**src/rtl/serial_pkg.sv**
```systemverilog
// Shared types and constants for the serial receiver.
package serial_pkg;

    localparam int DATA_BITS        = 8;
    localparam int CLKS_PER_BIT_DEF = 16;

    typedef enum logic [2:0] {
        IDLE,
        START,
        DATA,
        PARITY,
        STOP,
        WAIT_HIGH
    } state_t;

endpackage

```
**src/rtl/serial_bit_timer.sv**
```systemverilog
// Per-bit cycle counter; half_tick marks the mid-start-bit sample, full_tick each later sample.
module serial_bit_timer #(
    parameter int CLKS_PER_BIT = 16
) (
    input  logic clk,
    input  logic rst,
    input  logic clear,
    output logic half_tick,
    output logic full_tick
);

    localparam int CW = $clog2(CLKS_PER_BIT);

    logic [CW-1:0] cnt;

    always_ff @(posedge clk or negedge rst) begin
        if (!rst)
            cnt <= '0;
        else if (clear)
            cnt <= '0;
        else
            cnt <= cnt + 1'b1;
    end

    assign half_tick = (cnt == CW'(CLKS_PER_BIT/2 - 1));
    assign full_tick = (cnt == CW'(CLKS_PER_BIT - 1));

endmodule

```
**src/rtl/serial_rx_ctrl.sv**
```systemverilog
// 8N1 serial receiver with valid/ready byte output; define SERIAL_RX_PARITY_EN
// to add an even-parity bit between data and stop.
module serial_rx_ctrl
    import serial_pkg::*;
#(
    parameter int CLKS_PER_BIT = CLKS_PER_BIT_DEF
) (
    input  logic       clk,
    input  logic       rst,
    input  logic       data,
    output logic [7:0] rx_byte,
    output logic       rx_valid,
    input  logic       rx_ready,
    output logic       busy,
    output logic       frame_err,
    output logic       overrun,
    output logic       parity_err
);

    state_t                 state, nxt;
    logic                   sync1, sync2;
    logic [2:0]             bit_idx;
    logic [DATA_BITS-1:0]   shreg;
    logic                   clr, half_tick, full_tick;
    logic                   shift_en, idx_clr, deliver, ferr_set;
`ifdef SERIAL_RX_PARITY_EN
    logic                   perr_set, par_ld, par_bad;
`endif

    serial_bit_timer #(.CLKS_PER_BIT(CLKS_PER_BIT)) u_timer (
        .clk       (clk),
        .rst       (rst),
        .clear     (clr),
        .half_tick (half_tick),
        .full_tick (full_tick)
    );

    always_ff @(posedge clk or negedge rst) begin
        if (!rst)
            state <= IDLE;
        else
            state <= nxt;
    end

    // Timer is held clear whenever no bit is being timed, so every timed
    // state starts counting from zero.
    always_comb begin
        nxt      = state;
        clr      = 1'b0;
        shift_en = 1'b0;
        idx_clr  = 1'b0;
        deliver  = 1'b0;
        ferr_set = 1'b0;
`ifdef SERIAL_RX_PARITY_EN
        perr_set = 1'b0;
        par_ld   = 1'b0;
`endif
        case (state)
            IDLE: begin
                clr     = 1'b1;
                idx_clr = 1'b1;
                if (!sync2) nxt = START;
            end
            START: begin
                if (half_tick) begin
                    clr     = 1'b1;
                    idx_clr = 1'b1;
                    nxt     = sync2 ? IDLE : DATA;
                end
            end
            DATA: begin
                if (full_tick) begin
                    clr      = 1'b1;
                    shift_en = 1'b1;
                    if (bit_idx == 3'(DATA_BITS - 1)) begin
`ifdef SERIAL_RX_PARITY_EN
                        nxt = PARITY;
`else
                        nxt = STOP;
`endif
                    end
                end
            end
`ifdef SERIAL_RX_PARITY_EN
            PARITY: begin
                if (full_tick) begin
                    clr      = 1'b1;
                    par_ld   = 1'b1;
                    perr_set = ^{shreg, sync2};
                    nxt      = STOP;
                end
            end
`endif
            STOP: begin
                if (full_tick) begin
                    clr = 1'b1;
                    if (sync2) begin
`ifdef SERIAL_RX_PARITY_EN
                        deliver = !par_bad;
`else
                        deliver = 1'b1;
`endif
                        nxt = IDLE;
                    end else begin
                        ferr_set = 1'b1;
                        nxt      = WAIT_HIGH;
                    end
                end
            end
            WAIT_HIGH: begin
                clr = 1'b1;
                if (sync2) nxt = IDLE;
            end
            default: nxt = IDLE;
        endcase
    end

    always_ff @(posedge clk or negedge rst) begin
        if (!rst) begin
            sync1     <= 1'b1;
            sync2     <= 1'b1;
            bit_idx   <= '0;
            shreg     <= '0;
            rx_byte   <= '0;
            rx_valid  <= 1'b0;
            frame_err <= 1'b0;
            overrun   <= 1'b0;
        end else begin
            sync1     <= data;
            sync2     <= sync1;
            frame_err <= ferr_set;
            overrun   <= 1'b0;
            if (idx_clr)
                bit_idx <= '0;
            else if (shift_en)
                bit_idx <= bit_idx + 1'b1;
            if (shift_en)
                shreg <= {sync2, shreg[DATA_BITS-1:1]};
            // A byte arriving while the previous one is unconsumed is dropped.
            if (deliver) begin
                if (!rx_valid || rx_ready) begin
                    rx_byte  <= shreg;
                    rx_valid <= 1'b1;
                end else begin
                    overrun <= 1'b1;
                end
            end else if (rx_valid && rx_ready) begin
                rx_valid <= 1'b0;
            end
        end
    end

`ifdef SERIAL_RX_PARITY_EN
    always_ff @(posedge clk or negedge rst) begin
        if (!rst) begin
            par_bad    <= 1'b0;
            parity_err <= 1'b0;
        end else begin
            parity_err <= perr_set;
            if (par_ld) par_bad <= perr_set;
        end
    end
`else
    assign parity_err = 1'b0;
`endif

    assign busy = (state != IDLE);

endmodule

```
**config.mk**
```make
export PLATFORM = sky130hd
export DESIGN_NAME = serial_rx_ctrl
export DESIGN_NICKNAME = d
export VERILOG_FILES = /design/src/rtl/serial_pkg.sv /design/src/rtl/serial_bit_timer.sv /design/src/rtl/serial_rx_ctrl.sv
export SDC_FILE = /design/constraint.sdc
export NUM_CORES = 1
export LEC_CHECK = 0
export CORE_MARGIN = 5
export CORE_UTILIZATION = 35
export DETAILED_ROUTE_END_ITERATION = 10
export GPL_TIMING_DRIVEN = 0
export PLACE_DENSITY = 0.65
export SYNTH_ARGS = -nofsm -noshare
export SYNTH_HDL_FRONTEND = slang
export SYNTH_SLANG_ARGS = --single-unit
```
**constraint.sdc**
```tcl
create_clock -name clk -period 1.8 [get_ports clk]
set_input_delay 0.18 -clock clk [delete_from_list [all_inputs] [get_ports clk]]
set_output_delay 0.18 -clock clk [all_outputs]
set_load 0.05 [all_outputs]
```
== Word level (Yosys, flattened, before mapping) ==
Index checks and enable logic that the tools add are counted.

* Logic and storage cells: 66
* Bits of input ports: 4
* Register bits after elaboration: 31
* Output and inout port bits: 13

* Eq/ne operators: 14
* $add $sub $neg: 2
* Multiplexer cells: 28
* Reductions and logical operators: 12

{| class="wikitable"
|+ Operators with widths
! operator !! number
|-
| two-way mux 3 bit || 9
|-
| one-hot mux 3 bit (5 select lines) || 1
|-
| two-way mux 1 bit || 14
|-
| inequality test 2 bit, second input constant || 6
|-
| == test 3 bit, second input constant || 3
|-
| AND reduction 6 bit || 1
|-
| adder 4 x 1 -> 4 bit, second input constant || 1
|-
| == test 4 x 3 -> 1 bit, second input constant || 1
|-
| == test 4 bit, second input constant || 1
|-
| two-way mux 4 bit || 1
|-
| AND reduction 2 bit || 2
|-
| nonzero test 2 bit || 2
|-
| OR reduction 2 bit || 2
|-
| adder 3 x 1 -> 3 bit, second input constant || 1
|-
| == test 3 x 1 -> 1 bit, second input constant || 1
|-
| == test 3 x 2 -> 1 bit, second input constant || 1
|-
| logical NOT 3 bit || 1
|-
| one-hot mux 1 bit (3 select lines) || 1
|-
| nonzero test 3 bit || 1
|-
| two-way mux 2 bit || 1
|-
| inequality test 2 x 1 -> 1 bit, second input constant || 1
|-
| one-hot mux 1 bit (2 select lines) || 1
|-
| logical AND 1 bit || 1
|-
| logical NOT 1 bit || 1
|-
| logical OR 1 bit || 1
|}

== Longest topological paths before layout ==
* Depth in word-level cells: 5
* Gate-level depth with buffers: 6

== By module ==
Synthesis repeated with hierarchy kept, for this count alone.

* Cell total of the unflattened synthesis: 99
* Area, all modules: 1341.3 µm²

{| class="wikitable"
|+ Modules (own cells, without submodules)
! module !! times used !! area an instance (µm²) !! cells each
|-
| serial_rx_ctrl || 1 || 1156.1 || 83
|-
| serial_bit_timer || 1 || 185.2 || 16
|}

== Worst setup path after synthesis ==
OpenSTA, ideal clock, no wires.

* Kind: reg-to-reg
* From: register u_timer.cnt[0]
* To: register rx_byte[0]
* Stages on the path, launching flop included: 7
* Period minus slack after synthesis: 1615 ps
* Slack: 185 ps
* Arrival: 1490 ps
* Buffers on the path: 2
* Cells stage by stage: dfrtp_1 > ha_1 > clkbuf_2 > and3_1 > buf_2 > nand3_2 > mux2_2

* Longest elaborated chain between the ends: 4

{| class="wikitable"
|+ Ends and longest elaborated chain
! what !! RTL line !! RTL
|-
| start, declared || serial_bit_timer.sv:14 || <nowiki>logic [CW-1:0] cnt;</nowiki>
|-
| start signal, assigned || serial_bit_timer.sv:22 || <nowiki>cnt <= cnt + 1'b1;</nowiki>
|-
| == test 4 bit || serial_bit_timer.sv:26 || <nowiki>assign full_tick = (cnt == CW'(CLKS_PER_BIT - 1));</nowiki>
|-
| two-way mux 1 bit || serial_rx_ctrl.sv:95 || <nowiki>if (full_tick) begin</nowiki>
|-
| two-way mux 1 bit || serial_rx_ctrl.sv:58 || <nowiki>case (state)</nowiki>
|-
| AND reduction 2 bit (no source line) || -- ||
|-
| end signal, assigned || serial_rx_ctrl.sv:142 || <nowiki>rx_byte <= shreg;</nowiki>
|-
| end, declared || serial_rx_ctrl.sv:11 || <nowiki>output logic [7:0] rx_byte,</nowiki>
|}

Every way passes these cells.
A chain may end at the register's enable or synchronous reset.

== Worst setup path after layout ==
* From: register u_timer.cnt[0]
* To: register rx_byte[7]

The elaborated chain is that of the path after synthesis.

==> impl_metrics.csv <==
group,metric,value,unit
critical_path,criticalPathCategory,"reg2reg",
synthesis,syn_nets,112,
detailed_routing,drc,0,
cells_and_area,syn2layout_area_growth,21.4,%
power_and_ir_drop,vdd_drop_max,0.000476,V
synthesis,synth_simple_gate_area_frac,0.145,
synthesis,synth_top_family_by_area,"simple AND/OR/NAND/NOR gates",
synthesis,async_flop_share,1.00,
floorplanning,die_h,72.0,um
critical_path,timing.rr.end,"rx_byte[7]$_DFFE_PN0P_",
cells_and_area,layout-drive-gt1-share,0.307,
synthesis,synthCells,105,
synthesis,synthXorXnorAreaFrac,0.0130,
critical_path,r2r_start,"u_timer.cnt[0]$_DFF_PN0_",
sta,clock-skew-final,0.00501,ns
detailed_routing,viasPerCell,4.85,
synthesis,synth_edf_count,0,
synthesis,syn_area_per_cell,12.8,um2
placed_design,gp_congestion,0.687,
clock_network,cts_buffers,5,
global_route,grt_max_degree,32,
critical_path,startpoint_type,"flop",
placed_design,hpwlAfterDp,1650,um
floorplanning,rows,22,
cells_and_area,final_common_cell,"dfrtp_1",
flow_run,maxCapViolations,0,
cells_and_area,final_area,0.00163,mm2
clock_network,ctsResizeCount,3,
power_and_ir_drop,power_density,1040,mW/mm2
cells_and_area,fin_cells,175,
critical_path,cp-end-kind,"flop",
critical_path,cp.required,1.95,ns
sta,holdWs,-0.0585,ns
clock_network,clkSinkCount,31,
critical_path,reg2reg_slack,0.06,ns
sta,worst_slack,0.0565,ns
detailed_routing,wire_per_inst,13.1,um
power_and_ir_drop,p_leak,0.000762,uW
cells_and_area,fillers,356,
placed_design,dp_slack,-0.0313,ns
sta,max_freq,0.574,GHz
detailed_routing,drt_iter0_drc,15,
sta,finalHoldViolCount,29,
synthesis,muxShareOfSynthArea,0.134,
sta,relSlewSlack,0.547,
floorplanning,die_w,72.0,um
cells_and_area,layout.nets,134,
global_route,grt_use_total,0.0976,
clock_network,h-tree-depth,2,
sta,period_share,0.969,
synthesis,synth_fa_ha_area_frac,0.0279,
critical_path,cp.arrival,1.90,ns
floorplanning,coreArea,0.00369,mm2
global_route,grt_pass1_vias,854,
detailed_routing,drt_pass1_iterations,4,
clock_network,tritoncts,"yes",
status,violations,"hold timing",
clock_network,holdBufCountCts,0,
clock_network,postCtsSetupRepairBufs,0,
critical_path,crit_fanout,8,
placed_design,port-buffer-count,15,
detailed_routing,drt-total-wl,2290,um
floorplanning,initial_core_util,0.365,
synthesis,yosys_most_used_dff,"dfrtp_1",
cells_and_area,antenna_cells,0,
sta,slew_violations,0,
global_route,grt_pass1_wl,3880,um
floorplanning,ios,17,
sta,fin_crit,1.74,ns
clock_network,path_clk_slew,0.06,ns
detailed_routing,final_antenna_net_count,0,
clock_network,cts_root_buf,"clkbuf_8",
synthesis,synth_compound_area_frac,0.0623,
synthesis,ys_types,37,
synthesis,netlist_area,0.00135,mm2
floorplanning,dieArea,0.00519,mm2
sta,rsz0062_at_grt,"yes",
placed_design,placed_cell_area,0.00156,mm2
global_route,overflow,0,
clock_network,clockBufferDepth,2,
synthesis,ys_ff_latch,31,
placed_design,place_inst,168,
status,status,"finished, violations left",
sta,setup_viol,0,
synthesis,ys_seq_area_frac,0.578,
detailed_routing,vias,848,
worst_hold_path,hold_path_class,"in2async",
cells_and_area,mostFrequentLayoutCells,"dfrtp_1 (29), mux2_2 (16), clkdlybuf4s50_1 (13)",
sta,tightest_slew,0.679,ns
clock_network,clk_latency,0.27,ns
synthesis,synth_warnings,0,
critical_path,rr_worst_depth,6,
global_route,antenna_found_initial,0,
## state kept, by name, summed over array words and instances (netlist names)
name	flops
sync1	1
frame_err	1
state	3
overrun	1
rx_valid	1
bit_idx	3
u_timer.cnt	4
sync2	1
rx_byte	8
shreg	8
## metrics by stage
stage	util	total power, uW	setup TNS, ns
2_1_floorplan	-	1100	0
3_3_place_gp	0.422	1170	-0.00207
3_5_place_dp	0.422	1200	-0.878
4_1_cts	0.446	1730	0
5_1_grt	0.443	1820	-0.191
6_report	0.443	1690	0
## worst max-delay path: stages (launching register included)
cell and delay [ns]:
dfrtp_1 0.40, ha_1 0.20, clkbuf_2 0.15, and3_1 0.19, buf_2 0.16, nand3_2 0.17
mux2_2 0.36
## synthesized netlist by cell type (2+ instances only)
library cell	count	area share
ha_1	3	0.028
nor3_1	4	0.015
buf_4	2	0.011
nand2_1	2	0.0056
dfstp_2	2	0.039
or3_1	3	0.014
a21oi_1	5	0.019
buf_2	3	0.011
nand3_1	5	0.019
o21ai_0	4	0.015
mux2_2	16	0.13
nand2b_1	2	0.0093
nor2b_1	2	0.0093
dfrtp_1	29	0.54
## area by class of cell
type,instances,area (um2),area share
sequential,31,778,0.476
multi-input combinational,66,518,0.317
timing repair buffer,15,140,0.0858
clock buffer,6,82.6,0.0505
tap,48,60.1,0.0368
buffer,7,46.3,0.0283
clock inverter,1,5.00,0.00306
inverter,1,3.75,0.00230
## cells by family after synthesis
logic type               Yosys count
AO/OA/AOI/OAI                     14
other                              1
multiplexers                      16
flip-flops                        31
AND/OR/NAND/NOR                   30
buffers and inverters              8
XOR/XNOR                           2
adder cells (fa/ha/maj)            3
## per-layer routing
| layer | vias to the layer above | track usage | share of wire |
|---|---|---|---|
| li1 | 415 | - | - |
| met1 | 414 | 0.110 | 0.44 |
| met2 | 15 | 0.161 | 0.51 |
| met3 | 4 | 0.0388 | 0.039 |
| met4 | 0 | 0.0480 | 0.015 |
| met5 | - | 0 | 0 |
## power by group
part | total, uW | switching [uW] | internal [uW]
Sequential | 796 | 38.8 | 757
Combinational | 374 | 219 | 154
Clock | 525 | 226 | 299
## worst max path at each step
stage	startpoint	end
6_report	u_timer.cnt[0]$_DFF_PN0_	rx_byte[7]$_DFFE_PN0P_
5_1_grt	u_timer.cnt[0]$_DFF_PN0_	rx_byte[0]$_DFFE_PN0P_
4_1_cts	u_timer.cnt[0]$_DFF_PN0_	rx_byte[0]$_DFFE_PN0P_
3_5_place_dp	rst	rx_valid$_DFFE_PN0P_
3_3_place_gp	state[2]$_DFFE_PN0P_	busy
2_1_floorplan	u_timer.cnt[0]$_DFF_PN0_	rx_byte[0]$_DFFE_PN0P_
Note: power is estimated with default switching activity, not from simulation.
